==> config.mk <==
export PLATFORM = sky130hd
export DESIGN_NAME = kat_adc_spi_responder_flat
export DESIGN_NICKNAME = d
export VERILOG_FILES = /design/src/rtl/kat_adc_spi_responder_if.sv /design/src/rtl/kat_adc_spi_responder.sv /design/src/flat_wrapper.sv
export SDC_FILE = /design/constraint.sdc
export NUM_CORES = 1
export LEC_CHECK = 0
export CORE_ASPECT_RATIO = 1.5
export CORE_MARGIN = 8
export CORE_UTILIZATION = 65
export CTS_CLUSTER_DIAMETER = 80
export DETAILED_ROUTE_END_ITERATION = 12
export GPL_TIMING_DRIVEN = 1
export PLACE_DENSITY = 0.85
export SLEW_MARGIN = 25
export SYNTH_ARGS = -nofsm -noshare
export SYNTH_HDL_FRONTEND = slang
export SYNTH_SLANG_ARGS = --single-unit
==> constraint.sdc <==
create_clock -name clk -period 3.7 [get_ports clk]
set_input_delay 0.555 -clock clk [delete_from_list [all_inputs] [get_ports clk]]
set_output_delay 0.555 -clock clk [all_outputs]
set_load 0.005 [all_outputs]
==> src/rtl/kat_adc_spi_responder_if.sv <==
// Bus bundle between a KAT ADC SPI initiator/register reader and the responder.
// wr_valid and frame_err are single-cycle pulses with no ready: the consumer must take them on the cycle they appear.
interface kat_adc_spi_responder_if;
  logic        spi_clk;
  logic        spi_data;
  logic        spi_cs;
  logic [3:0]  rd_addr;
  logic [15:0] rd_data;
  logic        wr_valid;
  logic [3:0]  wr_addr;
  logic [15:0] wr_data;
  logic        frame_err;
  logic [15:0] frame_count;
  logic        busy;
  logic [1:0]  state_dbg;

  modport master (
    output spi_clk, spi_data, spi_cs, rd_addr,
    input  rd_data, wr_valid, wr_addr, wr_data, frame_err, frame_count, busy, state_dbg
  );

  modport slave (
    input  spi_clk, spi_data, spi_cs, rd_addr,
    output rd_data, wr_valid, wr_addr, wr_data, frame_err, frame_count, busy, state_dbg
  );
endinterface

==> src/rtl/kat_adc_spi_responder.sv <==
// Responder end of the KAT ADC serial-control path: oversamples SPI, decodes
// 32-bit {header, addr, data} frames into a 16-entry shadow register file.
module kat_adc_spi_responder #(
  parameter logic [11:0] HEADER    = 12'h001,
  parameter logic [15:0] REG_RESET = 16'h0000
) (
  input logic clk,
  input logic rst,
  kat_adc_spi_responder_if.slave bus
);

  typedef enum logic [1:0] {
    WAIT_HIGH = 2'd0,
    IDLE      = 2'd1,
    SHIFT     = 2'd2,
    CHECK     = 2'd3
  } state_t;

  state_t      state;
  state_t      state_nxt;

  logic        cs_s1, cs_s2, cs_prev;
  logic        clk_s1, clk_s2, clk_prev;
  logic        dat_s1, dat_s2, dat_prev;
  logic        cs_rise_q, cs_fall_q, clk_rise_q;
  logic [1:0]  settle_cnt;

  logic [31:0] shift_q;
  logic [5:0]  bit_cnt;
  logic [15:0] regs [16];

  logic        frame_ok;
  logic        start_frame;
  logic        shift_en;
  logic        accept;
  logic        reject;

  // Two-flop synchronisers, a "previous" stage, and registered edge flags.
  always_ff @(posedge clk) begin
    if (rst) begin
      cs_s1      <= 1'b1;
      cs_s2      <= 1'b1;
      cs_prev    <= 1'b1;
      clk_s1     <= 1'b0;
      clk_s2     <= 1'b0;
      clk_prev   <= 1'b0;
      dat_s1     <= 1'b0;
      dat_s2     <= 1'b0;
      dat_prev   <= 1'b0;
      cs_rise_q  <= 1'b0;
      cs_fall_q  <= 1'b0;
      clk_rise_q <= 1'b0;
    end else begin
      cs_s1      <= bus.spi_cs;
      cs_s2      <= cs_s1;
      cs_prev    <= cs_s2;
      clk_s1     <= bus.spi_clk;
      clk_s2     <= clk_s1;
      clk_prev   <= clk_s2;
      dat_s1     <= bus.spi_data;
      dat_s2     <= dat_s1;
      dat_prev   <= dat_s2;
      cs_rise_q  <= cs_s2 & ~cs_prev;
      cs_fall_q  <= ~cs_s2 & cs_prev;
      clk_rise_q <= clk_s2 & ~clk_prev;
    end
  end

  // State register.
  always_ff @(posedge clk) begin
    if (rst) begin
      state <= WAIT_HIGH;
    end else begin
      state <= state_nxt;
    end
  end

  // Next state. WAIT_HIGH ignores cs until the sync chain holds real samples,
  // so a frame already running at reset release is never picked up.
  always_comb begin
    state_nxt = state;
    case (state)
      WAIT_HIGH: if (settle_cnt == 2'd3 && cs_s2) state_nxt = IDLE;
      IDLE:      if (cs_fall_q) state_nxt = SHIFT;
      SHIFT:     if (cs_rise_q) state_nxt = CHECK;
      CHECK:     state_nxt = IDLE;
      default:   state_nxt = WAIT_HIGH;
    endcase
  end

  // Outputs and datapath controls decoded from state.
  always_comb begin
    frame_ok      = (bit_cnt == 6'd32) && (shift_q[31:20] == HEADER);
    start_frame   = (state == IDLE) && cs_fall_q;
    shift_en      = (state == SHIFT) && clk_rise_q && !cs_rise_q;
    accept        = (state == CHECK) && frame_ok;
    reject        = (state == CHECK) && !frame_ok;
    bus.busy      = (state == SHIFT) || (state == CHECK);
    bus.state_dbg = state;
  end

  // Frame assembly; the bit counter saturates so long frames still fail the length test.
  always_ff @(posedge clk) begin
    if (rst) begin
      settle_cnt <= 2'd0;
      shift_q    <= 32'd0;
      bit_cnt    <= 6'd0;
    end else begin
      if (state == WAIT_HIGH && settle_cnt != 2'd3) begin
        settle_cnt <= settle_cnt + 2'd1;
      end
      if (start_frame) begin
        shift_q <= 32'd0;
        bit_cnt <= 6'd0;
      end else if (shift_en) begin
        shift_q <= {shift_q[30:0], dat_prev};
        if (bit_cnt != 6'd63) begin
          bit_cnt <= bit_cnt + 6'd1;
        end
      end
    end
  end

  // Write-side results, shadow registers and the registered read port.
  always_ff @(posedge clk) begin
    if (rst) begin
      bus.wr_valid    <= 1'b0;
      bus.frame_err   <= 1'b0;
      bus.wr_addr     <= 4'd0;
      bus.wr_data     <= 16'd0;
      bus.frame_count <= 16'd0;
      bus.rd_data     <= 16'd0;
      for (int i = 0; i < 16; i++) begin
        regs[i] <= REG_RESET;
      end
    end else begin
      bus.wr_valid  <= accept;
      bus.frame_err <= reject;
      if (accept) begin
        bus.wr_addr            <= shift_q[19:16];
        bus.wr_data            <= shift_q[15:0];
        bus.frame_count        <= bus.frame_count + 16'd1;
        regs[shift_q[19:16]]   <= shift_q[15:0];
      end
      bus.rd_data <= regs[bus.rd_addr];
    end
  end

endmodule

==> src/flat_wrapper.sv <==
// flat-port wrapper written by rule: the top's interface ports become plain ports
module kat_adc_spi_responder_flat 
#(
  parameter logic [11:0] HEADER    = 12'h001,
  parameter logic [15:0] REG_RESET = 16'h0000
)
  (clk, rst, bus_spi_clk, bus_spi_data, bus_spi_cs, bus_rd_addr, bus_rd_data, bus_wr_valid, bus_wr_addr, bus_wr_data, bus_frame_err, bus_frame_count, bus_busy, bus_state_dbg);
  kat_adc_spi_responder_if bus_i ();
  input logic clk;
  input logic rst;
  input wire logic [$bits(bus_i.spi_clk)-1:0] bus_spi_clk;
  input wire logic [$bits(bus_i.spi_data)-1:0] bus_spi_data;
  input wire logic [$bits(bus_i.spi_cs)-1:0] bus_spi_cs;
  input wire logic [$bits(bus_i.rd_addr)-1:0] bus_rd_addr;
  output wire logic [$bits(bus_i.rd_data)-1:0] bus_rd_data;
  output wire logic [$bits(bus_i.wr_valid)-1:0] bus_wr_valid;
  output wire logic [$bits(bus_i.wr_addr)-1:0] bus_wr_addr;
  output wire logic [$bits(bus_i.wr_data)-1:0] bus_wr_data;
  output wire logic [$bits(bus_i.frame_err)-1:0] bus_frame_err;
  output wire logic [$bits(bus_i.frame_count)-1:0] bus_frame_count;
  output wire logic [$bits(bus_i.busy)-1:0] bus_busy;
  output wire logic [$bits(bus_i.state_dbg)-1:0] bus_state_dbg;
  assign bus_i.spi_clk = bus_spi_clk;
  assign bus_i.spi_data = bus_spi_data;
  assign bus_i.spi_cs = bus_spi_cs;
  assign bus_i.rd_addr = bus_rd_addr;
  assign bus_rd_data = bus_i.rd_data;
  assign bus_wr_valid = bus_i.wr_valid;
  assign bus_wr_addr = bus_i.wr_addr;
  assign bus_wr_data = bus_i.wr_data;
  assign bus_frame_err = bus_i.frame_err;
  assign bus_frame_count = bus_i.frame_count;
  assign bus_busy = bus_i.busy;
  assign bus_state_dbg = bus_i.state_dbg;
  kat_adc_spi_responder #(.HEADER(HEADER), .REG_RESET(REG_RESET)) u_core (.clk(clk), .rst(rst), .bus(bus_i));
endmodule
==> flow_summary.yaml <==
power_and_ir_drop:
  p_per_area_nw_per_um2: 479
  p_leak_uw: 0.00588
  peakVddDrop_mv: 0.483
routing:
  num_vias: 10195
  drc: 0
  vias_per_cell: 6.33
  post_drt_wl_per_cell_um: 23.3
  ant_nets: 0
  wl_um: 37500
  drt_iter0_markers: 1011
  drt-pass1-iter-count: 5
die:
  ios: 66
  die-area_um2: 29400
  num_rows: 69
  die_x_um: 143
  die_h_um: 206
  coreArea_um2: 23700
  initial_core_util_pct: 66.2
timing:
  setup_ws_ns: 0.817
  relSlewSlack_pct: 28.1
  finalSetupTns_ns: 0
  finalHoldViolations: 0
  setup_violations: 0
  fmax_mhz: 347
  rsz0062_at_grt: "false"
  period_needed_ns: 2.88
  hold_ws_ns: 0.403
  skew_ns: 0.0104
  report.final.slew_viol_count: 0
  timing.final.crit_share_pct: 77.9
  tightest_slew_ns: 1.08
clock_network:
  cts_max_level: 2
  cts_root_buf: "clkbuf_16"
  clkLatencyLatePin_ns: 0.51
  cts_buffers: 34
  cts.repair.resized: 0
  path_clk_slew_ns: 0.07
  cts_tree: "done"
  cts_max_path_buffers: 3
  cts_hold_buf: 0
  cts_sinks: 364
  cts_setup_buffers: 0
critical_path:
  crit_arrival_ns: 3.05
  rrSetupSlack_ns: 0.82
  cpMaxStageDelayCell: "nor4_4"
  critPathKind: "reg2reg"
  max_stage_delay_ns: 0.70
  critPathMaxFanout: 17
  worstPathCellList: "ha_1 > nand2b_1 > or3_1 > nor4_4 > or2_2"
  cp-start-kind: "flop"
  critPathRequiredTime_ns: 3.87
  crit_path_end_kind: "flop"
global_route:
  overflow: 0
  grt_max_degree: 71
  grt_first_pass_wirelength_um: 58200
  grt_use_total_pct: 26.0
  grt_pass1_vias: 10302
  antenna_found_initial: 0
logic_synthesis:
  yosys_warnings: 0
  synth_flop_cell: "edfxtp_1"
  syn-num-nets: 1256
  syn_inst: 1239
  synth.most_common_cell: "edfxtp_1"
  synth_edf_count: 256
  ys_types: 50
  synth_area_leader_cell: "edfxtp_1"
  synth_area_um2: 15700
  synth_top_area_share_pct: 49.1
  ys_seq_area_share_pct: 62.9
  synth.area.top_cells: "edfxtp_1, dfxtp_1, mux4_2"
  ys_ff_latch: 364
  syn_avg_cell_area_um2: 12.6
  synth_common_cells: "edfxtp_1, nor2_1, nand2_1, dfxtp_1, and2_1"
  async_flop_share_pct: 0
placement:
  dpl_worst_slack_ns: 0.691
  post-dp-hpwl_um: 24500
  place_congestion: 0.868
  io_buffer_count: 65
finish:
  layout-drive-gt1-share_pct: 13.6
  syn_to_final_growth_pct: 12.3
  n_antenna_cell: 0
  final_nets: 1282
run:
  drv_cap: 0
run_status:
  status: "finished clean"
worst_hold_path:
  min_path_type: "reg2reg"
area by class of cell:
| class | instances | area, um^2 |
|---|---|---|
| well taps | 319 | 399 |
| clock inverters | 18 | 82.6 |
| repair buffers | 92 | 861 |
| flip-flops and latches | 364 | 9850 |
| inverters | 12 | 45.0 |
| fillers | 1464 | 6060 |
| clock buffers | 44 | 1020 |
| multi-input cells | 761 | 5350 |
metal layers:
metal	track usage [%]	vias up	wire [um]
li1	-	4531	-
met1	30.8	4989	13200
met2	47.2	581	20000
met3	3.61	94	3180
met4	9.79	0	1190
met5	0	-	0
state kept, by name, indices dropped and copies added (netlist names), 2 cells and up:
signal and count:
u_core.bus.state_dbg 2, u_core.bus.rd_data 16, u_core.bus.frame_count 16, u_core.shift_q 32, u_core.bus.wr_addr 4, u_core.settle_cnt 2, u_core.bit_cnt 6, u_core.regs 256
u_core.bus.wr_data 16
report_power, final:
| part | total, uW | switching, uW | internal [uW] |
|---|---|---|---|
| Combinational | 479 | 258 | 222 |
| Clock | 3430 | 1480 | 1940 |
| Sequential | 4530 | 52.3 | 4480 |
path summary, 6_finish.rpt:
check,start,endpoint,depth (start not counted)
setup / recovery,u_core.bus.state_dbg[1]$_SDFFE_PP0P_,u_core.regs[6][10]$_SDFFCE_PN0P_,5
hold / removal,u_core.clk_prev$_SDFF_PP0_,u_core.clk_rise_q$_SDFF_PP0_,1
setup reg to reg,u_core.bus.state_dbg[1]$_SDFFE_PP0P_,u_core.regs[6][10]$_SDFFCE_PN0P_,5
hold reg to reg,u_core.clk_prev$_SDFF_PP0_,u_core.clk_rise_q$_SDFF_PP0_,1
cells in the final DEF (no fill, tap or decap), types with 10 or more instances in the layout:
cell type        Yosys  final
clkinv_1             0     13
o31ai_1             12     12
or4_1               14     14
nand3_1             15     15
nor2b_1             10     10
clkdlybuf4s50_1      0     61
o21ai_0             23     23
nand4_1             27     27
o22ai_1             15     15
dfxtp_1            108    108
a31o_2              10     10
nand2_1            121    121
a21oi_1             72     72
nor2_1             177    177
clkbuf_16            0     40
or2_2               13     13
inv_1               12     12
mux4_2              63     63
and2_1              98     98
mux2i_1             37     37
edfxtp_1           256    256
buf_4                0     26
critical path: cells and delay by family (launching register included):
family,cells,cell delay [ns]
flip-flops,1,0.40
adder cells (fa/ha/maj),1,0.21
AND/OR/NAND/NOR,4,1.94
stage by stage:
step,area [um^2],instances,power (uW),util [%]
3_5_place_dp,16500,1548,5090,69.8
2_1_floorplan,15700,1239,4920,-
5_1_grt,17600,1610,8640,74.4
3_3_place_gp,16500,1548,5070,69.8
4_1_cts,17600,1610,8450,74.4
6_report,17600,1610,8430,74.4
logic make-up (layout without fill, tap and decap cells):
| family | Yosys count | in the layout | synth area share (%) |
|---|---|---|---|
| muxes | 100 | 100 | 11.4 |
| DFF | 364 | 364 | 62.9 |
| adders and majority gates | 8 | 8 | 0.639 |
| xor gates and xnor gates | 5 | 5 | 0.280 |
| AOI/OAI and AO/OA | 140 | 140 | 5.20 |
| buffers and inverters | 114 | 166 | 3.00 |
| and+or+nand+nor | 508 | 508 | 16.6 |
Note: power is estimated with default switching activity, not from simulation.
